**src/rtl/ps2_pkg.sv**
```systemverilog
// Shared PS/2 definitions: state encoding, error codes and default timing at 97.5 MHz.
package ps2_pkg;

    typedef enum logic [2:0] {
        ST_IDLE       = 3'd0,
        ST_INHIBIT    = 3'd1,
        ST_RTS        = 3'd2,
        ST_WAIT_START = 3'd3,
        ST_SHIFT      = 3'd4,
        ST_ACK        = 3'd5,
        ST_WAIT_IDLE  = 3'd6
    } ps2_state_e;

    localparam logic [1:0] ERR_NONE           = 2'b00;
    localparam logic [1:0] ERR_START_TIMEOUT  = 2'b01;
    localparam logic [1:0] ERR_PACKET_TIMEOUT = 2'b10;
    localparam logic [1:0] ERR_NO_ACK         = 2'b11;

    localparam int PS2_INHIBIT_CYCLES = 11700;
    localparam int PS2_START_TIMEOUT  = 1462500;
    localparam int PS2_PACKET_TIMEOUT = 195000;
    localparam int PS2_CNT_W          = 21;

endpackage

```
**src/rtl/ps2_sync_edge.sv**
```systemverilog
// Two-flop synchroniser for an asynchronous PS/2 pin plus a falling-edge strobe.
module ps2_sync_edge (
    input  logic clk_i,
    input  logic rst_ni,
    input  logic pin_i,
    output logic sync_o,
    output logic fall_o
);

    logic meta_q;
    logic sync_q;
    logic prev_q;

    // Idle PS/2 lines are high, so reset to 1 to avoid a spurious edge after reset.
    always_ff @(posedge clk_i or negedge rst_ni) begin
        if (!rst_ni) begin
            meta_q <= 1'b1;
            sync_q <= 1'b1;
            prev_q <= 1'b1;
        end else begin
            meta_q <= pin_i;
            sync_q <= meta_q;
            prev_q <= sync_q;
        end
    end

    assign sync_o = sync_q;
    assign fall_o = prev_q & ~sync_q;

endmodule

```
**src/rtl/ps2_host_tx.sv**
```systemverilog
// Host-to-device PS/2 command transmitter driving open-drain clock/data via registered OEs.
// Handshake: a byte is taken on any cycle where tx_valid & tx_ready; tx_valid while busy is dropped.
module ps2_host_tx
    import ps2_pkg::*;
#(
    parameter int INHIBIT_CYCLES = PS2_INHIBIT_CYCLES,
    parameter int START_TIMEOUT  = PS2_START_TIMEOUT,
    parameter int PACKET_TIMEOUT = PS2_PACKET_TIMEOUT
) (
    input  logic       clk,
    input  logic       rst,
    input  logic [7:0] tx_data,
    input  logic       tx_valid,
    output logic       tx_ready,
    input  logic       ps2_clk_in,
    input  logic       ps2_data_in,
    output logic       ps2_clk_oe,
    output logic       ps2_data_oe,
    output logic       busy,
    output logic       done,
    output logic       err,
    output logic [1:0] err_code,
    output ps2_state_e dbg_state
);

    localparam logic [PS2_CNT_W-1:0] INHIBIT_LAST = PS2_CNT_W'(INHIBIT_CYCLES - 1);
    localparam logic [PS2_CNT_W-1:0] START_LAST   = PS2_CNT_W'(START_TIMEOUT - 1);
    localparam logic [PS2_CNT_W-1:0] PACKET_LAST  = PS2_CNT_W'(PACKET_TIMEOUT - 1);

    ps2_state_e           state_q, state_d;
    logic [PS2_CNT_W-1:0] cnt_q, cnt_d;
    logic [7:0]           shreg_q, shreg_d;
    logic                 par_q, par_d;
    logic [3:0]           bitcnt_q, bitcnt_d;
    logic                 ack_q, ack_d;
    logic                 clk_oe_q, clk_oe_d;
    logic                 data_oe_q, data_oe_d;
    logic [1:0]           err_code_q, err_code_d;
    logic                 done_q, done_d;
    logic                 err_q, err_d;

    logic clk_sync;
    logic clk_fall;
    logic data_meta_q;
    logic data_sync_q;
    logic accept;
    logic start_to;
    logic packet_to;
    logic abort;
    logic [1:0] abort_code;

    ps2_sync_edge u_clk_sync (
        .clk_i  (clk),
        .rst_ni (rst),
        .pin_i  (ps2_clk_in),
        .sync_o (clk_sync),
        .fall_o (clk_fall)
    );

    always_ff @(posedge clk or negedge rst) begin
        if (!rst) begin
            data_meta_q <= 1'b1;
            data_sync_q <= 1'b1;
        end else begin
            data_meta_q <= ps2_data_in;
            data_sync_q <= data_meta_q;
        end
    end

    // Ready stays low through the done/err pulse so it rises the cycle after.
    assign tx_ready  = (state_q == ST_IDLE) & ~done_q & ~err_q;
    assign busy      = ~tx_ready;
    assign accept    = tx_valid & tx_ready;
    assign start_to  = (cnt_q >= START_LAST);
    assign packet_to = (cnt_q >= PACKET_LAST);

    always_comb begin
        state_d    = state_q;
        cnt_d      = cnt_q + 1'b1;
        shreg_d    = shreg_q;
        par_d      = par_q;
        bitcnt_d   = bitcnt_q;
        ack_d      = ack_q;
        clk_oe_d   = clk_oe_q;
        data_oe_d  = data_oe_q;
        err_code_d = err_code_q;
        done_d     = 1'b0;
        err_d      = 1'b0;
        abort      = 1'b0;
        abort_code = ERR_NONE;

        case (state_q)
            ST_IDLE: begin
                cnt_d = cnt_q;
                if (accept) begin
                    state_d    = ST_INHIBIT;
                    shreg_d    = tx_data;
                    par_d      = ~^tx_data;
                    err_code_d = ERR_NONE;
                    cnt_d      = '0;
                    clk_oe_d   = 1'b1;
                    data_oe_d  = 1'b0;
                end
            end
            ST_INHIBIT: begin
                if (cnt_q >= INHIBIT_LAST) begin
                    state_d   = ST_RTS;
                    data_oe_d = 1'b1;
                end
            end
            ST_RTS: begin
                state_d  = ST_WAIT_START;
                clk_oe_d = 1'b0;
                cnt_d    = '0;
            end
            ST_WAIT_START: begin
                // Timeout is checked first so it wins over a coincident edge.
                if (start_to) begin
                    abort      = 1'b1;
                    abort_code = ERR_START_TIMEOUT;
                end else if (clk_fall) begin
                    data_oe_d = ~shreg_q[0];
                    bitcnt_d  = 4'd1;
                    cnt_d     = '0;
                    state_d   = ST_SHIFT;
                end
            end
            ST_SHIFT: begin
                if (packet_to) begin
                    abort      = 1'b1;
                    abort_code = ERR_PACKET_TIMEOUT;
                end else if (clk_fall) begin
                    bitcnt_d = bitcnt_q + 4'd1;
                    case (bitcnt_q)
                        4'd1, 4'd2, 4'd3, 4'd4,
                        4'd5, 4'd6, 4'd7: data_oe_d = ~shreg_q[bitcnt_q[2:0]];
                        4'd8:             data_oe_d = ~par_q;
                        4'd9:             data_oe_d = 1'b0;
                        default: begin
                            ack_d   = data_sync_q;
                            state_d = ST_ACK;
                        end
                    endcase
                end
            end
            ST_ACK: begin
                if (packet_to) begin
                    abort      = 1'b1;
                    abort_code = ERR_PACKET_TIMEOUT;
                end else if (ack_q) begin
                    abort      = 1'b1;
                    abort_code = ERR_NO_ACK;
                end else begin
                    state_d = ST_WAIT_IDLE;
                end
            end
            ST_WAIT_IDLE: begin
                if (packet_to) begin
                    abort      = 1'b1;
                    abort_code = ERR_PACKET_TIMEOUT;
                end else if (clk_sync && data_sync_q) begin
                    done_d  = 1'b1;
                    state_d = ST_IDLE;
                end
            end
            default: begin
                state_d   = ST_IDLE;
                clk_oe_d  = 1'b0;
                data_oe_d = 1'b0;
            end
        endcase

        if (abort) begin
            state_d    = ST_IDLE;
            clk_oe_d   = 1'b0;
            data_oe_d  = 1'b0;
            err_d      = 1'b1;
            err_code_d = abort_code;
        end
    end

    always_ff @(posedge clk or negedge rst) begin
        if (!rst) begin
            state_q    <= ST_IDLE;
            cnt_q      <= '0;
            shreg_q    <= '0;
            par_q      <= 1'b0;
            bitcnt_q   <= '0;
            ack_q      <= 1'b1;
            clk_oe_q   <= 1'b0;
            data_oe_q  <= 1'b0;
            err_code_q <= ERR_NONE;
            done_q     <= 1'b0;
            err_q      <= 1'b0;
        end else begin
            state_q    <= state_d;
            cnt_q      <= cnt_d;
            shreg_q    <= shreg_d;
            par_q      <= par_d;
            bitcnt_q   <= bitcnt_d;
            ack_q      <= ack_d;
            clk_oe_q   <= clk_oe_d;
            data_oe_q  <= data_oe_d;
            err_code_q <= err_code_d;
            done_q     <= done_d;
            err_q      <= err_d;
        end
    end

    assign ps2_clk_oe  = clk_oe_q;
    assign ps2_data_oe = data_oe_q;
    assign done        = done_q;
    assign err         = err_q;
    assign err_code    = err_code_q;
    assign dbg_state   = state_q;

endmodule

```
**config.mk**
```make
export PLATFORM = sky130hd
export DESIGN_NAME = ps2_host_tx
export DESIGN_NICKNAME = d
export VERILOG_FILES = /design/src/rtl/ps2_pkg.sv /design/src/rtl/ps2_sync_edge.sv /design/src/rtl/ps2_host_tx.sv
export SDC_FILE = /design/constraint.sdc
export NUM_CORES = 1
export LEC_CHECK = 0
export CELL_PAD_IN_SITES_DETAIL_PLACEMENT = 1
export CELL_PAD_IN_SITES_GLOBAL_PLACEMENT = 2
export CORE_MARGIN = 5
export CORE_UTILIZATION = 32
export DETAILED_ROUTE_END_ITERATION = 16
export HOLD_SLACK_MARGIN = 0.03
export PLACE_DENSITY = 0.73
export SETUP_SLACK_MARGIN = 0.3
export SLEW_MARGIN = 0
export SYNTH_ARGS = -nofsm -noshare
export SYNTH_HDL_FRONTEND = slang
export SYNTH_SLANG_ARGS = --single-unit
```
**constraint.sdc**
```tcl
create_clock -name clk -period 3.05 [get_ports clk]
set_input_delay 0.915 -clock clk [delete_from_list [all_inputs] [get_ports clk]]
set_output_delay 0.915 -clock clk [all_outputs]
set_load 0.02 [all_outputs]
```
==> reports/metrics.cfg, run 1 <==
[run_status]
run_status=completed

[global_route]
gr-total-overflow=0
grtUsageTotal_pct=14.3
grt_max_degree=27
antenna_found_initial=0
grt_pass1_wl_mm=13.1
grt_pass1_vias=2514

[cells_and_area]
syn2layout_area_growth_pct=16.3
fin_nets=353
drive_above_1_share_pct=16.4
fin_cells=444
fillers=1032
layout_common_cells=dfrtp_1 (41), nor2_1 (35), nand2_1 (29)
num_antenna_cells=0
final_common_cell=dfrtp_1

[detailed_routing]
vias_per_cell=5.45
first_pass_iters=4
wirelength_mm=7.73
detail_route.wl_per_cell_um=17.4
drtIter0Drc=87
drc=0
vias=2421
postRouteAntennaNets=0

[die]
die_width_um=105
initial_core_util_pct=33.1
io_pins=24
die_area_um2=11100
dieHeight_um=105
core_um2=8760
fp-row-count=34

[sta]
hold_violations=0
relSlewSlack_pct=59.6
fin_tns_setup_ps=0
whs_ps=366
period_needed_ps=2650
finalSetupViolations=0
worst_slew_pin_slew_ps=605
rsz0062_at_grt=no
drv_slew=0
period_share_pct=86.9
timing.fmax_mhz=377
skew_ps=7.84

[placement]
placed_cells=436
post-dp-hpwl_mm=5.73
globalplace.congestion=0.815
io_buffers=23

[yosys]
synth_area_um2=2900
ys_types=56
netlist.area_leader.share_pct=37.1
ys_ff_latch=49
synth_edf_count=0
synth_nets=327
syn-instance-count=309
synth-async-reset-ratio_pct=100
ys_warn_count=0
synth_area_leaders=dfrtp_1 (37%), dfstp_2 (5.4%), xor2_1 (4.8%)
yosysSeqAreaShare_pct=42.5
yosys.area.top_type=dfrtp_1
post_synth.cell_area_avg_um2=9.39
ys_dominant_reg_cell=dfrtp_1

[min_path]
hold_start=data_meta_q
worstHoldPathType=reg2reg

[cts]
postCtsHoldBufs=0
clockBufferDepth=2
numCtsBuffers=5
clock_sinks=49
clk_pin_slew_worst_paths_ps=110
root_buffer=clkbuf_8
clk_latency_ps=310
cts_tree=yes
ctsHtreeMaxLevel=2

[setup_path]
worst-path-max-fanout=5
crit_arrival_ps=1730
start_kind=register
endpoint_kind=output pin
critical_path.startpoint=dbg_state[2]
required_ps=2130
r2r_start=cnt_q[0]
worstSetupPathType=reg2out

[power]
power.density_nw_per_um2=698
ir_drop_uv=231
power_leakage_nw=1.35

[flow_run]
maxCapViolCount=0

metrics by stage:
| step | util, % | power (mW) | cell area (µm²) | setup WS (ps) |
|---|---|---|---|---|
| finish | 38.5 | 2.36 | 3380 | 400 |
| CTS | 38.5 | 2.38 | 3370 | 388 |
| global route | 38.5 | 2.54 | 3380 | 305 |
| floorplan | - | 1.57 | 2900 | 386 |
| detailed placement | 37.3 | 1.94 | 3270 | 191 |
| global placement | 37.3 | 1.93 | 3270 | 216 |
cell type report:
class / count / area [µm²] / area share, %
flip-flops and latches: 49 / 1240 / 36.6
clock inverters: 3 / 28.8 / 0.852
clock buffers: 5 / 68.8 / 2.04
repair buffers: 34 / 305 / 9.04
well taps: 108 / 135 / 4.00
inverters: 10 / 37.5 / 1.11
multi-input cells: 235 / 1560 / 46.3
critical path, cell delays in order (launching register included):
cell	delay (ps)
dfrtp_1	390
or3_1	470
nor3_2	190
inv_1	50
dlygate4sd2_1	310
kinds of logic after synthesis:
| kind of cell | after synthesis | share of synthesized area [%] |
|---|---|---|
| simple gates | 126 | 22.0 |
| compound gates | 64 | 15.6 |
| flops | 49 | 42.5 |
| xor+xnor | 26 | 7.84 |
| buf+inv | 25 | 3.84 |
| mux | 14 | 6.08 |
| fa+ha+maj | 5 | 2.16 |
repair_timing:
item	4_1_cts	5_1_grt
setup buffers	0	0
gates cloned	0	0
resized for setup	3	3
endpoints found under the setup margin	2	1
path summary, 6_finish.rpt:
check	end	slack, ps	cells past startpoint
setup / recovery	busy	400	4
hold / removal	data_sync_q	370	0
setup reg to reg	dbg_state[1]	540	8
hold reg to reg	data_sync_q	370	0
max in group asynchronous	ack_q	2140	2
min in group asynchronous	cnt_q[4]	580	2
synthesized netlist by cell type (all sizes together), types with 2 or more instances:
library cell and instances:
nand4 9, xor2 16, o211ai 3, nor2b 5, nor3 6, or2 3
nand3 12, o21bai 3, a211oi 5, a2111oi 4, ha 5, nor2 36
or4 2, a32o 2, clkbuf 11, a21oi 10, or4b 2, mux2i 3
mux2 9, nand2b 2, o31ai 3, o21a 3, xnor2 10, dfrtp 43
or3 4, and3 6, nand2 29, a31oi 3, nor4 3, buf 4
dfstp 6, inv 10, mux4 2, o21ai 21, nand3b 3
flip-flops by register name, summed over array words and instances, names as in the netlist, 2 cells and up:
signal and count:
cnt_q 21, shreg_q 8, bitcnt_q 4, dbg_state 3, err_code 2
power breakdown:
group	total [mW]	switching [mW]	internal [mW]
clock network	0.436	0.262	0.174
registers	0.900	0.112	0.788
logic	1.02	0.584	0.438
total	2.36	0.958	1.40
layer usage:
layer | vias up | routed length, µm | GRT usage, %
met2 | 48 | 3330 | 20.6
met1 | 1213 | 4040 | 22.0
li1 | 1152 | - | -
met4 | 0 | 95 | 3.74
met5 | - | 0 | 0
met3 | 8 | 272 | 2.44
(Power assumes the default switching activity.)
==> run 2: changes to the inputs <==
ABC_CLOCK_PERIOD_IN_PS = 3300   (was unset)
CORE_MARGIN = unset   (was 5)
clock period = 3.3 ns   (was 3.05 ns; I/O delays follow)
==> run 2 against run 1 <==
Effect of this change: count of clock-buffer cells in the layout stayed put; combinational power is 7% lower; routed wire length is 1.9% lower; via count is 1.4% lower; first-iteration DRC count is 17% higher; final area hardly changed; sequential cell count stayed put; utilization hardly changed; sequential power is 7.7% lower; worst hold slack worse by 1.8 ps; largest cell class unchanged.
==> reports/metrics.cfg, run 2 (synthesis results as in run 1) <==
[die]
die_width_um=97.2
initial_core_util_pct=33.1
fp-row-count=34
io_pins=24
die_area_um2=9460
dieHeight_um=97.2
core_um2=8760

[sta]
period_share_pct=86.8
fin_tns_setup_ps=0
drv_slew=0
timing.fmax_mhz=349
finalSetupViolations=0
worst_slew_pin_slew_ps=600
timing.final.ws_setup_ps=436
hold_violations=0
relSlewSlack_pct=59.9
period_needed_ps=2860
rsz0062_at_grt=no
skew_ps=9.11

[placement]
io_buffers=23
pre_cts_slack_ps=390
post-dp-hpwl_mm=5.63
globalplace.congestion=0.783

[setup_path]
endpoint_kind=output pin
start_kind=register
worst-path-max-fanout=5
reg2reg_depth=8
r2r_start=cnt_q[0]
crit_arrival_ps=1870
critical_path.startpoint=dbg_state[2]
required_ps=2310
worstSetupPathType=reg2out

[cts]
clockBufferDepth=2
root_buffer=clkbuf_8
postCtsHoldBufs=0
clk_latency_ps=310
clock_sinks=49
cts_setup_buffers=0
post_cts_resized=2
cts_tree=yes
clk_pin_slew_worst_paths_ps=110
numCtsBuffers=5
ctsHtreeMaxLevel=2

[detailed_routing]
first_pass_iters=4
drc=0
postRouteAntennaNets=0
detail_route.wl_per_cell_um=17.1
vias=2386
wirelength_mm=7.58
drtIter0Drc=102
vias_per_cell=5.39

[power]
ir_drop_uv=236
power.density_nw_per_um2=645
power_leakage_nw=1.35

[global_route]
grtUsageTotal_pct=17.2
grt_pass1_vias=2492
grt_pass1_wl_mm=13.1
gr-total-overflow=0
antenna_found_initial=0
grt_max_degree=33

[cells_and_area]
fin_nets=352
drive_above_1_share_pct=15.8
top_regs=cnt_q (21), shreg_q (8), bitcnt_q (4)
final_common_cell=dfrtp_1
largest_register_ff_count=21
layout_common_cells=dfrtp_1 (43), nor2_1 (35), nand2_1 (29)
max_flop_register=cnt_q
syn2layout_area_growth_pct=16.3
num_antenna_cells=0

[run_status]
run_status=completed

[min_path]
worstHoldPathType=reg2reg
min_path_cells=0
hold_start=data_meta_q

[flow_run]
maxCapViolCount=0

## run 2: worst paths after layout
kind / to / slack, ps
setup / recovery: busy / 440
hold / removal: data_sync_q / 360
setup reg to reg: cnt_q[7] / 750
hold reg to reg: data_sync_q / 360
max in group asynchronous: data_sync_q / 1900
min in group asynchronous: cnt_q[5] / 600
## run 2: metrics by stage
| stage | utilization, % | power (mW) | cells | area, µm² | hold WS, ps |
|---|---|---|---|---|---|
| finish | 38.5 | 2.18 | 443 | 3370 | 364 |
| global route | 38.5 | 2.35 | 443 | 3370 | 374 |
| detailed placement | 37.3 | 1.79 | 435 | 3260 | 347 |
| CTS | 38.4 | 2.21 | 443 | 3360 | 365 |
| floorplan | - | 1.45 | 309 | 2900 | 345 |
| global placement | 37.3 | 1.78 | 435 | 3260 | 347 |
## run 2: per-layer routing
layer	wire length [µm]	vias to the layer above	GRT usage, %
met4	71	0	3.73
met3	185	6	2.23
met5	0	-	0
met1	3970	1190	25.7
met2	3360	35	26.8
li1	-	1155	-
## run 2: area by class of cell
class                   count  area (µm²)
clock buffers               5        68.8
fillers                  1036        5390
well taps                 108         135
repair buffers             33         299
clock inverters             3        26.3
multi-input cells         235        1570
flip-flops and latches     49        1230
inverters                  10        37.5
## run 2: report_power, final
part / switching, mW / internal (mW) / total, mW
registers: 0.105 / 0.726 / 0.831
clock network: 0.239 / 0.158 / 0.398
logic: 0.536 / 0.413 / 0.949
total: 0.880 / 1.30 / 2.18
## run 2: worst max-delay path: stages (launching register included)
cell and delay [ps]:
dfrtp_1 400, or3_4 430, nor3_4 150, inv_1 50, clkdlybuf4s50_1 530
==> run 3: changes to the inputs <==
PLACE_DENSITY = 0.72   (was 0.73)
SYNTH_HIERARCHICAL = 1   (was unset)
==> run 3 against run 2 <==
Effect of this change: clock skew rose by 0.87 ps; sequential share of layout area rose by 1.6 points; critical endpoint is now tx_ready; final area down 4.1%; count of clock-buffer cells in the layout stayed put; combinational power grew 24%; non-clock buffer count down 2; routed wire length fell by 3.2%; cell count is 5.9% lower.
==> reports/metrics.cfg, run 3 <==
[yosys]
netlist.area_leader.share_pct=38.7
ys_types=59
ys_warn_count=6
yosysSeqAreaShare_pct=44.4
ys_dominant_reg_cell=dfrtp_1
synth_commonest_cells=dfrtp_1 (43), nor2_1 (30), nand2_1 (26)
synth_nets=304
synth_edf_count=0
ys_ff_latch=49
synth-async-reset-ratio_pct=100
syn-instance-count=286
synth_area_leaders=dfrtp_1 (39%), dfstp_2 (5.7%), nor2_1 (4.1%)
synth_area_um2=2780
post_synth.cell_area_avg_um2=9.71
post-synth-top-count-cell=dfrtp_1
yosys.area.top_type=dfrtp_1

[cts]
clk_pin_slew_worst_paths_ps=110
numCtsBuffers=5
clock_sinks=49
ctsHtreeMaxLevel=2
root_buffer=clkbuf_8
cts_tree=yes
postCtsHoldBufs=0
clockBufferDepth=2
clk_latency_ps=310

[power]
power_leakage_nw=1.35
power_mw=2.52
ir_drop_uv=352
power.density_nw_per_um2=778

[global_route]
grt_pass1_wl_mm=12.3
grt_max_degree=34
antenna_found_initial=0
grtUsageTotal_pct=18.1
gr-total-overflow=0
grt_pass1_vias=2298

[setup_path]
start_kind=register
required_ps=2310
crit_arrival_ps=1870
r2r_slack_ps=990
worstSetupPathType=reg2out
endpoint_kind=output pin
r2r_start=cnt_q[6]
r2r-end=dbg_state[0]
reg2reg_depth=6
worst-path-max-fanout=2

[cells_and_area]
drive_above_1_share_pct=14.1
post-route-util_pct=39.0
largest_register_ff_count=21
layout_common_cells=dfrtp_1 (43), nor2_1 (30), nand2_1 (26)
num_antenna_cells=0
max_flop_register=cnt_q
fin_nets=329
top_regs=cnt_q (21), shreg_q (8), bitcnt_q (4)
final_common_cell=dfrtp_1
syn2layout_area_growth_pct=16.5

[sta]
finalSetupViolations=0
worst_slew_pin_slew_ps=630
period_needed_ps=2860
relSlewSlack_pct=57.7
rsz0062_at_grt=no
hold_violations=0
whs_ps=362
period_share_pct=86.8
drv_slew=0
timing.fmax_mhz=349
skew_ps=9.98
fin_tns_setup_ps=0

[flow_run]
maxCapViolCount=0

[min_path]
whs_endpoint=data_sync_q
worstHoldPathType=reg2reg
min_path_cells=0
hold_start=data_meta_q

[die]
die_area_um2=9060
initial_core_util_pct=33.5
die_width_um=95.2
dieHeight_um=95.2
io_pins=24
fp-row-count=33
core_um2=8300

[placement]
post-dp-hpwl_mm=5.46
io_buffers=23
globalplace.congestion=0.751

[detailed_routing]
postRouteAntennaNets=0
vias_per_cell=5.38
drtIter0Drc=155
detail_route.wl_per_cell_um=17.6
wirelength_mm=7.34
drc=0
vias=2243
first_pass_iters=4

[run_status]
run_status=completed

==> run 3: cell count changes after synthesis, sizes merged, moves of 5 or more <==
cell / delta
a211oi: -5
a31oi: +5
nor2: -6
o21ai: -13
==> run 3: cell type report <==
cell class | count | area (µm²)
Timing Repair Buffer | 31 | 283
Multi-Input combinational cell | 216 | 1460
Sequential cell | 49 | 1230
Clock inverter | 3 | 28.8
Inverter | 8 | 30.0
Clock buffer | 5 | 68.8
Fill cell | 941 | 5060
Tap cell | 105 | 131
==> run 3: metrics by stage <==
step	cells	cell area [µm²]	worst slack, ps
2_1_floorplan	286	2780	799
3_3_place_gp	409	3140	348
4_1_cts	417	3240	410
3_5_place_dp	409	3140	331
5_1_grt	417	3240	370
6_report	417	3240	436
==> run 3: how the worst max path moves through the flow <==
stage                       end  slack, ps    startpoint
finish                 tx_ready        440  dbg_state[2]
global route           tx_ready        370  dbg_state[2]
CTS                    tx_ready        410  dbg_state[2]
detailed placement  bitcnt_q[1]        330      tx_valid
global placement    bitcnt_q[1]        350      tx_valid
floorplan              tx_ready        800  dbg_state[2]
==> run 3: cell families after synthesis <==
kind of cell	synth area share, %
mux	5.27
fa+ha+maj	2.25
simple gates	23.8
flops	44.4
compound gates	14.0
xor+xnor	7.25
buf+inv	3.02
==> run 3: critical path: stages (launching register included) <==
cell,delay [ps]
dfrtp_1,390
or3_1,430
or3_1,340
inv_1,80
dlygate4sd2_1,330
==> run 3: repair_timing <==
action	4_1_cts	5_1_grt
setup endpoints to repair	2	0
setup buffers	0	0
resized for setup	2	0
==> run 3: metal layers <==
metal	GRT usage, %	share of wire (%)
met1	27.0	51
met2	27.3	45
met3	2.63	2.3
met4	4.55	1.0
met5	0	0
==> run 3: power breakdown <==
part | switching [mW] | internal (mW)
sequential | 0.168 | 0.771
combinational | 0.639 | 0.536
clock | 0.241 | 0.159
